**config.mk**
```make
export PLATFORM = sky130hd
export DESIGN_NAME = kernel_sequencer
export DESIGN_NICKNAME = d
export VERILOG_FILES = /design/src/rtl/kseq_pkg.sv /design/src/rtl/nested_counter.sv /design/src/rtl/kernel_sequencer.sv
export SDC_FILE = /design/constraint.sdc
export NUM_CORES = 1
export LEC_CHECK = 0
export ABC_AREA = 0
export CAP_MARGIN = 0
export CORE_UTILIZATION = 47
export DETAILED_ROUTE_END_ITERATION = 12
export GPL_TIMING_DRIVEN = 0
export HOLD_SLACK_MARGIN = 0.03
export PLACE_DENSITY = 0.76
export SETUP_SLACK_MARGIN = 0.5
export SLEW_MARGIN = 30
export SYNTH_ARGS = -nofsm -noshare
export SYNTH_HDL_FRONTEND = slang
export SYNTH_SLANG_ARGS = --single-unit
```
**constraint.sdc**
```tcl
create_clock -name clk -period 2.7 [get_ports clk]
set_clock_uncertainty 0.2 [all_clocks]
set_input_delay 0.27 -clock clk [delete_from_list [all_inputs] [get_ports clk]]
set_output_delay 0.27 -clock clk [all_outputs]
set_load 0.02 [all_outputs]
```
**src/rtl/kseq_pkg.sv**
```systemverilog
// Shared definitions for the kernel sequencer: FSM states, control-word
// bit positions and the RAM read latency the drain phase must cover.
package kseq_pkg;

    // Read latency of the weight/activation RAM feeding the accumulator.
    localparam int RAM_READ_LATENCY = 2;

    // Drain must outlast the RAM pipeline so the last tap's data lands.
    localparam int DRAIN_CYCLES = RAM_READ_LATENCY + 1;

    // Control word layout.
    localparam int VALID_BIT = 0;
    localparam int IDX_LSB   = 1;
    localparam int IDX_MSB   = 7;
    localparam int MARK_BIT  = 8;
    localparam int IDX_W     = IDX_MSB - IDX_LSB + 1;

    typedef enum logic [1:0] {
        ST_IDLE  = 2'd0,
        ST_RUN   = 2'd1,
        ST_DRAIN = 2'd2,
        ST_DONE  = 2'd3
    } kseq_state_t;

endpackage

```
**src/rtl/nested_counter.sv**
```systemverilog
// Tap counter nested inside a window counter. Lengths are latched on load;
// each enabled cycle advances the tap, rolling into the next window.
module nested_counter #(
    parameter int LEN_WIDTH = 8
) (
    input  logic                 clk,
    input  logic                 rst,
    input  logic                 load,
    input  logic                 en,
    input  logic [LEN_WIDTH-1:0] kernel_len,
    input  logic [LEN_WIDTH-1:0] num_windows,
    output logic [LEN_WIDTH-1:0] tap_idx,
    output logic                 last_tap,
    output logic                 last_window
);

    logic [LEN_WIDTH-1:0] r_klen;
    logic [LEN_WIDTH-1:0] r_nwin;
    logic [LEN_WIDTH-1:0] r_tap;
    logic [LEN_WIDTH-1:0] r_win;

    // Latch lengths on load, then step tap/window on each enabled cycle.
    always_ff @(posedge clk) begin
        if (rst) begin
            r_klen <= '0;
            r_nwin <= '0;
            r_tap  <= '0;
            r_win  <= '0;
        end else if (load) begin
            r_klen <= kernel_len;
            r_nwin <= num_windows;
            r_tap  <= '0;
            r_win  <= '0;
        end else if (en) begin
            if (last_tap) begin
                r_tap <= '0;
                r_win <= last_window ? '0 : r_win + LEN_WIDTH'(1);
            end else begin
                r_tap <= r_tap + LEN_WIDTH'(1);
            end
        end
    end

    assign tap_idx     = r_tap;
    assign last_tap    = (r_tap == r_klen - LEN_WIDTH'(1));
    assign last_window = (r_win == r_nwin - LEN_WIDTH'(1));

endmodule

```
**src/rtl/kernel_sequencer.sv**
```systemverilog
// Kernel sequencer: walks num_windows windows of kernel_len taps each,
// issuing one accumulator control word plus RAM read address per tap,
// then drains the RAM pipeline and pulses done.
module kernel_sequencer
    import kseq_pkg::*;
#(
    parameter int CTRL_WIDTH = 9,
    parameter int ADDR_WIDTH = 10,
    parameter int LEN_WIDTH  = 8
) (
    input  logic                  clk,
    input  logic                  rst,
    input  logic                  start,
    input  logic [LEN_WIDTH-1:0]  kernel_len,
    input  logic [LEN_WIDTH-1:0]  num_windows,
    input  logic [ADDR_WIDTH-1:0] base_addr,
    input  logic                  stall,
    output logic [CTRL_WIDTH-1:0] ctrl,
    output logic [ADDR_WIDTH-1:0] rd_addr,
    output logic                  busy,
    output logic                  done
);

    localparam int DRAIN_W = $clog2(DRAIN_CYCLES + 1);

    kseq_state_t           r_state;
    kseq_state_t           w_state_nxt;
    logic [ADDR_WIDTH-1:0] r_rd_addr;
    logic [DRAIN_W-1:0]    r_drain_cnt;
    logic [LEN_WIDTH-1:0]  w_tap_idx;
    logic                  w_last_tap;
    logic                  w_last_window;
    logic                  w_zero_len;
    logic                  w_accept;
    logic                  w_issue;

    // A zero-length job completes immediately without touching the counters.
    assign w_zero_len = (kernel_len == '0) || (num_windows == '0);
    assign w_accept   = (r_state == ST_IDLE) && start && !w_zero_len;
    // Stall gates the issue combinationally so a stalled tap is deferred.
    assign w_issue    = (r_state == ST_RUN) && !stall;

    nested_counter #(
        .LEN_WIDTH (LEN_WIDTH)
    ) u_cnt (
        .clk         (clk),
        .rst         (rst),
        .load        (w_accept),
        .en          (w_issue),
        .kernel_len  (kernel_len),
        .num_windows (num_windows),
        .tap_idx     (w_tap_idx),
        .last_tap    (w_last_tap),
        .last_window (w_last_window)
    );

    // State register; reset wins over any start in the same cycle.
    always_ff @(posedge clk) begin
        if (rst) r_state <= ST_IDLE;
        else     r_state <= w_state_nxt;
    end

    // Next state and outputs; ctrl is only nonzero on an issued tap.
    always_comb begin
        w_state_nxt = r_state;
        ctrl        = '0;
        busy        = (r_state != ST_IDLE);
        done        = (r_state == ST_DONE);
        case (r_state)
            ST_IDLE: begin
                if (start) w_state_nxt = w_zero_len ? ST_DONE : ST_RUN;
            end
            ST_RUN: begin
                if (w_issue) begin
                    ctrl[VALID_BIT]       = 1'b1;
                    ctrl[MARK_BIT]        = (w_tap_idx == '0);
                    ctrl[IDX_MSB:IDX_LSB] = IDX_W'(w_tap_idx);
                    if (w_last_tap && w_last_window) w_state_nxt = ST_DRAIN;
                end
            end
            ST_DRAIN: begin
                if (r_drain_cnt == DRAIN_W'(DRAIN_CYCLES - 1)) w_state_nxt = ST_DONE;
            end
            ST_DONE: begin
                w_state_nxt = ST_IDLE;
            end
            default: begin
                w_state_nxt = ST_IDLE;
            end
        endcase
    end

    // Drain timer restarts from zero every time DRAIN is entered.
    always_ff @(posedge clk) begin
        if (rst || r_state != ST_DRAIN) r_drain_cnt <= '0;
        else                            r_drain_cnt <= r_drain_cnt + DRAIN_W'(1);
    end

    // Read address: loaded with base on accept, advances per issued tap, wraps.
    always_ff @(posedge clk) begin
        if (rst)          r_rd_addr <= '0;
        else if (w_accept) r_rd_addr <= base_addr;
        else if (w_issue)  r_rd_addr <= r_rd_addr + ADDR_WIDTH'(1);
    end

    assign rd_addr = r_rd_addr;

endmodule
```
; ---- Word-level counts from Yosys, hierarchy flattened
; Cells that the tools add are included.
[op_classes]
n_addsub = 6
mul = 0
n_div = 0
order_cmp = 0
eq_ne = 11
n_shift = 0
muxes = 12
bitwise = 0
reduce_logical = 17
[op_table]
columns = operator, n
row1 = $logic_not A8 Y1, 3
row2 = $mux W10, 2
row3 = $mux W9, 2
row4 = $add A8 B1 Y8 const B, 2
row5 = $eq A8 B8 Y1, 2
row6 = $mux W8, 2
row7 = $sub A8 B1 Y8 const B, 2
row8 = $add A10 B1 Y10 const B, 1
row9 = $mux W2, 5
row10 = $pmux W2 S4, 1
row11 = $eq A2 B2 Y1 const B, 3
row12 = $ne A2 B2 Y1 const B, 3
row13 = $logic_and A1 B1 Y1, 4
row14 = $ne A2 B1 Y1 const B, 2
row15 = $reduce_and A4 Y1, 1
row16 = $reduce_bool A2 Y1, 2
row17 = $add A2 B1 Y2 const B, 1
row18 = $eq A2 B1 Y1 const B, 1
row19 = $logic_not A1 Y1, 2
row20 = $logic_not A2 Y1, 1
row21 = $logic_or A1 B1 Y1, 2
row22 = $reduce_and A2 Y1, 1
row23 = $reduce_or A2 Y1, 1
[totals]
reg_bits = 46
latchBits = 0
ramBits = 0
mem_bits_ro = 0
input_bits = 30
wordCells = 53
memories = 0

; ---- Depth between registers and ports, before layout
; Gate-level depths: netlist (run 1).
[logic_depth]
ltp_word = 6
ltp_mapped = 10

; ---- Cells and area by module
; A second synthesis (run 1) with hierarchy kept.
[hier_totals]
cells_unflattened = 314
area_unflattened_um2 = 2861.5
[by_module_without_submodules]
columns = mod, instances, cells_per_inst, area_per_inst_um2, seq_area_each_um2
row1 = nested_counter, 1, 202, 1828.0, 640.6
row2 = kernel_sequencer, 1, 112, 1033.5, 280.3

; ---- Worst setup path after synthesis (run 1)
; Ideal clock, no wire load.
[synth_path]
path_kind = register -> register
from = register u_cnt.r_klen[3]
to = register r_state[1]
setup_ns = 0.122
arrival_time_ns = 2.433
t_required_ns = 2.378
slack_ns = -0.056
stages_incl_launch_ff = 9
synth_period_minus_slack_ns = 2.756
path_cell_list = dfxtp_1 > buf_6 > or3_1 > o31a_1 > or4_1 > buf_2 > a211o_1 > o31a_1 > mux2i_1
[synth_via]
elab_chain_cells = 5
[synth_lines]
columns = item, line
row1 = from (decl), nested_counter.sv:17  ; logic [LEN_WIDTH-1:0] r_klen;
row2 = from (signal assigned), nested_counter.sv:30  ; r_klen <= kernel_len;
row3 = $sub A8 B1 Y8, nested_counter.sv:45  ; assign last_tap = (r_tap == r_klen - LEN_WIDTH'(1));
row4 = $eq A8 B8 Y1, nested_counter.sv:45
row5 = $logic_and A1 B1 Y1, kernel_sequencer.sv:78  ; if (w_last_tap && w_last_window) w_state_nxt = ST_DRAIN;
row6 = $ne A2 B1 Y1 (no line), n/a
row7 = $reduce_and A4 Y1 (no line), n/a
row8 = to (signal assigned), kernel_sequencer.sv:60  ; else r_state <= w_state_nxt;
row9 = to (decl), kernel_sequencer.sv:26  ; kseq_state_t r_state;
; No other way between the ends.
; A chain may end at the register's enable or synchronous reset.

; ---- Worst setup path in the final report (run 1)
; Same ends and word-level chain as after synthesis.

==> results.toml, run 1 <==
[setup_path]
critPathLaunchType = "register"
reg2regPathDepth = 8
critical_path_class = "reg2reg"
worstPathRequired_ps = 2680
cp.arrival_ps = 2690
worstPathMaxFanout = 7
worst_setup_path_end_kind = "register"

[placement]
dp_worst_setup_slack_ps = -441
port_buffers = 49
routabilityCongestion = 0.815
dpl.hpwl_um = 4860

[synth]
synth_area_per_cell_um2 = 8.49
synth_edf_count = 0
ys_seq_elements = 46
synthArstFlopShare_pct = 0
seq_area_frac_synth_pct = 33.7
ys.flop_type = "dfxtp_1"
synth.distinct_cells = 51
ys_warn_count = 0
syn_area_mm2 = 0.00273
syn-num-nets = 364
syn_inst = 322

[job]
cap_violations = 0

[pwr]
p_leak_uw = 0.00151
power.density_cell_area_mw_per_mm2 = 749
vdd_drop_max_mv = 0.477

[run_status]
outcome = "finished, violations left"
violations = "negative setup slack"

[timing]
max_slew.worst_pin.slew_ps = 682
relSlewSlack_pct = 54.1
fin_crit_sh_pct = 100
fin_crit_ps = 2710
holdWs_ps = 89.2
rsz0062_at_grt = "true"
setup_viol = 2
fin_ws_ps = -9.62
fmax_mhz = 369
final-hold-violation-count = 0
drv_slew = 0

[finish]
nNetsFinal = 436
layout-drive-gt1-share_pct = 22.5
syn_to_final_growth_pct = 44.3
n_antenna_cell = 0
fill_cells = 410
regArea_um2 = 930
fin_util_pct = 71.2
multiInputGateArea_mm2 = 0.00192

[route]
wl_met3_um = 307
drt_iter0_drc = 239
antenna_left = 0
via_per_inst = 5.56
met1Wirelength_um = 3300
dr.pass1.iters = 4
drt-total-wl_um = 7520
maxUsedRoutingLayer = "met4"
drc = 0
wire_per_inst_um = 16.1
wl_met2_um = 3810
num_vias = 2597

[cts]
htree_levels = 2
cts_root_buf = "clkbuf_8"
cts_hold_buffers = 0
cts.clk_slew.worst_paths_ps = 90
cts_buffer_depth = 2
cts_buffers = 5
cts_tree = "done"
clk_latency_ps = 300
clock-sinks = 46

[floorplanning]
ios = 51
die_area_mm2 = 0.00613
die_h_um = 78.3
start_util_pct = 49.3
die_x_um = 78.3
rows = 27
core_mm2 = 0.00554

[global_routing]
grt_pass1_wl_um = 11200
grt_max_degree = 15
gr-usage-all-layers_pct = 22.9
overflow = 0
antenna_found_initial = 0
grt_pass1_vias = 2399

[worst_hold_path]
hold_depth = 3
min_path_type = "in2reg"
==> registers in the layout, summed over array words and instances, names as in the netlist <==
name and count:
u_cnt.r_nwin 8, u_cnt.r_win 8, u_cnt.tap_idx 8, rd_addr 10, r_drain_cnt 2, u_cnt.r_klen 8, r_state 2
==> through the flow <==
stage	setup TNS (ps)	area, µm²	total power, µW	instances
after detailed placement	-7600	3370	1980	443
final	-13.4	3940	2950	467
after global routing	-745	3940	3090	467
after CTS	-90.1	3630	2690	456
after global placement	-6330	3370	1940	443
after floorplan	0	2790	1650	322
==> final timing paths <==
kind | startpoint | endpoint | slack [ps]
setup / recovery | u_cnt.r_klen[3] | r_state[1] | -10
hold / removal | kernel_len[4] | u_cnt.r_klen[4] | 90
setup reg to reg | u_cnt.r_klen[3] | r_state[1] | -10
hold reg to reg | r_drain_cnt[0] | r_drain_cnt[0] | 220
==> power breakdown <==
part           total (µW)  internal, µW  leakage, µW  switching (µW)
Clock                 643           395    0.0000714             248
Sequential            900           781     0.000378             119
Combinational        1410           703      0.00106             709
Total                2950          1880      0.00151            1070
==> cell usage in the layout (no fill, tap or decap), drive strengths merged, types with 2 or more instances in the layout <==
master | netlist | layout
dlymetal6s2s | 0 | 3
nor3 | 12 | 12
xnor2 | 27 | 27
xor2 | 15 | 15
o31a | 2 | 2
buf | 4 | 26
or2 | 3 | 3
clkbuf | 14 | 18
nor2 | 44 | 44
and3 | 8 | 8
a211o | 2 | 2
and2 | 5 | 5
ha | 12 | 12
bufinv | 0 | 2
a211oi | 10 | 10
nor4 | 8 | 8
inv | 14 | 14
dfxtp | 46 | 46
mux2i | 18 | 18
a2111oi | 6 | 6
nand4 | 4 | 4
or4 | 3 | 3
nand3 | 12 | 12
o211ai | 4 | 4
clkdlybuf4s50 | 0 | 37
o21ai | 2 | 2
nand2 | 20 | 20
a21oi | 7 | 7
clkdlybuf4s15 | 0 | 5
nor2b | 2 | 2
==> cells in the mapped netlist, types with 2 or more instances <==
cell	instances	area, µm²
or4_1	3	22.5
nand2_1	20	75.1
xnor2_1	27	236
o21ai_0	2	10.0
and2_1	5	31.3
mux2i_1	18	180
inv_1	14	52.6
nor2b_1	2	12.5
a21oi_1	7	35.0
nand4_1	4	25.0
or2_2	2	12.5
nor3_1	10	50.1
o211ai_1	4	30.0
xor2_1	15	131
a211oi_1	10	75.1
dfxtp_1	46	921
a2111oi_1	4	40.0
nand3_1	12	60.1
clkbuf_1	14	52.6
a2111oi_0	2	17.5
o31a_1	2	17.5
nor2_1	44	165
nor4_1	7	43.8
a211o_1	2	17.5
and3_1	8	50.1
nor3_2	2	20.0
ha_1	12	150
==> routing by layer <==
layer / vias to the layer above / GRT usage [%]
met1: 1239 / 30.6
li1: 1279 / -
met2: 69 / 38.8
met4: 0 / 6.30
met5: - / 0
met3: 10 / 2.67
==> final cells by class <==
cell class	instances	share of cell area, %
clock buffer	6	2.09
buffer	18	4.16
multi-input combinational	244	48.7
tap	72	2.28
sequential	46	23.6
inverter	14	1.46
clock inverter	2	1.52
timing repair buffer	65	16.2
==> critical path: stages (launching register included) <==
cell and delay (ps):
dfxtp_1 320, buf_6 140, or3_1 320, o31a_1 260, or4_4 420, buf_8 150
a211o_4 350, o31a_1 300, mux2i_1 130
==> logic make-up after synthesis <==
logic type      count (synthesis)  synth area share, %
mux                            18                 6.59
flops                          46                 33.7
fa+ha+maj                      12                 5.49
buf+inv                        32                 4.85
xor+xnor                       42                 13.5
simple gates                  128                 23.8
compound gates                 44                 12.1
==> timing repair <==
item,in CTS,in global routing
setup endpoints to repair,48,45
setup buffers,5,10
gates cloned,0,1
pin swaps,4,15
hold endpoints to repair,0,0
resized for setup,48,56
No activity file was read; power rests on OpenSTA's default activity.
==> run 2: changes to the inputs <==
Settings changed: PLACE_DENSITY 0.76 to 0.73.
==> run 2 against run 1 <==
Net effect: the run still ends with negative setup slack left; final cell count up 1.5%; clock power down 17%; global-route usage down 0.17 points; sequential power down 1%; setup slack worse by 84 ps; total power down 7.9%; final area down 3.2%; critical path type unchanged.
==> results.toml, run 2 (same netlist as run 1, synthesis figures left out) <==
[run_status]
outcome = "finished, violations left"
violations = "negative setup slack"

[placement]
port_buffers = 49
routabilityCongestion = 0.826
dpl.hpwl_um = 4730

[setup_path]
crit_slowest_cell = "or4_1"
crit_chain = "buf_6 > or3_4 > o31a_1 > or4_1 > buf_6 > a211o_4 > nor4_4 > buf_4 > buf_6 > nor3_2"
crit_family = "simple AND/OR/NAND/NOR gates"
reg2reg_to = "u_cnt.r_win[7]"
critical_path_class = "reg2reg"
cp_slowest_stage_delay_ps = 420
r2r_slack_ps = -90
r2r-start = "u_cnt.r_klen[3]"
crit_top_cell = "buf_6"
worst_setup_path_end_kind = "register"
reg2regPathDepth = 10
critPathLaunchType = "register"
cp.arrival_ps = 2800
worstPathRequired_ps = 2710
worstPathBufferInverterCount = 4
startpoint = "u_cnt.r_klen[3]"
worstPathMaxFanout = 8

[cts]
clock-sinks = 46
cts_buffer_depth = 2
cts_buffers = 5
cts_tree = "done"
clk_latency_ps = 310
cts.clk_slew.worst_paths_ps = 100
cts_root_buf = "clkbuf_8"
htree_levels = 2
cts_hold_buffers = 0

[job]
cap_violations = 0

[route]
drt_iter0_drc = 242
antenna_left = 0
dr.pass1.iters = 4
drc = 0
num_vias = 2574
drt-total-wl_um = 7040
via_per_inst = 5.43
wire_per_inst_um = 14.8

[timing]
rsz0062_at_grt = "true"
holdWs_ps = 49.5
drv_slew = 0
tns_ps = -638
relSlewSlack_pct = 60.9
fin_crit_ps = 2790
fmax_mhz = 358
final-hold-violation-count = 0
setup_viol = 12
fin_ws_ps = -93.4
max_slew.worst_pin.slew_ps = 581
fin_crit_sh_pct = 103

[floorplanning]
die_h_um = 78.3
die_x_um = 78.3
start_util_pct = 49.3
rows = 27
core_mm2 = 0.00554
ios = 51
die_area_mm2 = 0.00613

[global_routing]
antenna_found_initial = 0
grt_pass1_wl_um = 11100
grt_pass1_vias = 2356
overflow = 0
gr-usage-all-layers_pct = 22.7
grt_max_degree = 16

[pwr]
vdd_drop_max_mv = 0.431
p_leak_uw = 0.00158
power.density_cell_area_mw_per_mm2 = 713

[finish]
layout-drive-gt1-share_pct = 21.6
syn_to_final_growth_pct = 39.6
n_antenna_cell = 0
largest_reg_flops = 10
nNetsFinal = 443
fin_util_pct = 68.9
layout_common_cells = "nor2_1, dfxtp_1, clkdlybuf4s50_1"
final_common_cell = "nor2_1"

[worst_hold_path]
hold_end = "u_cnt.r_klen[0]"
min_path_type = "in2reg"
hold_start = "kernel_len[0]"
hold_depth = 3
## run 2: changes by cell type in the layout (fill, tap and decap cells not counted), sizes merged, moves of 2 or more
cell,previous run,this run
clkdlybuf4s15,5,0
clkdlybuf4s50,37,32
buf,26,35
dlymetal6s2s,3,8
clkbuf,18,20
## run 2: metrics by stage
step / std cells / total power (µW) / worst slack (ps) / area, µm²
floorplan: 322 / 1650 / 90.1 / 2790
finish: 474 / 2720 / -93.4 / 3820
global placement: 443 / 1950 / -435 / 3370
global route: 474 / 2880 / -148 / 3820
detailed placement: 443 / 1970 / -495 / 3370
CTS: 463 / 2600 / -47.0 / 3630
## run 2: worst max path at each step
stage,endpoint,slack [ps],cells past startpoint
2_1_floorplan,r_state[1],90,10
3_5_place_dp,ctrl[5],-500,7
4_1_cts,u_cnt.r_win[0],-50,11
6_report,u_cnt.r_win[7],-90,10
3_3_place_gp,ctrl[7],-440,7
5_1_grt,u_cnt.r_win[0],-150,9
## run 2: layout make-up
cell class	count	area [µm²]
inverters	14	57.6
well taps	72	90.1
clock inverters	3	43.8
flip-flops and latches	46	932
clock buffers	5	68.8
repair buffers	72	662
plain buffers	18	155
multi-input cells	244	1810
fillers	436	1720
## run 2: layer usage
| metal | share of wire [%] | vias up | GRT usage, % | routed length (µm) |
|---|---|---|---|---|
| met5 | 0 | - | 0 | 0 |
| met4 | 1.2 | 0 | 5.37 | 82 |
| met3 | 5.0 | 9 | 4.65 | 355 |
| met2 | 47 | 60 | 35.8 | 3310 |
| met1 | 47 | 1214 | 31.7 | 3290 |
| li1 | - | 1291 | - | - |
## run 2: worst reg2reg max path: cells and delay by family (launching register included)
family	cells	cell delay, ps
and+or+nand+nor	4	1050
buffers and inverters	4	520
DFF	1	330
AOI/OAI and AO/OA	2	620
## run 2: repair_timing
action,in CTS,in global routing
cloned,0,1
buffers inserted,12,10
setup endpoints to repair,49,52
pin swaps,7,13
endpoints found under the hold margin,0,0
gates resized for setup,53,41
## run 2: where the power goes
part           switching, µW  internal, µW  total, µW  leakage (µW)
Clock                    254           278        532     0.0000585
Combinational            646           655       1300       0.00114
Sequential               107           782        889      0.000379
Total                   1010          1710       2720       0.00158
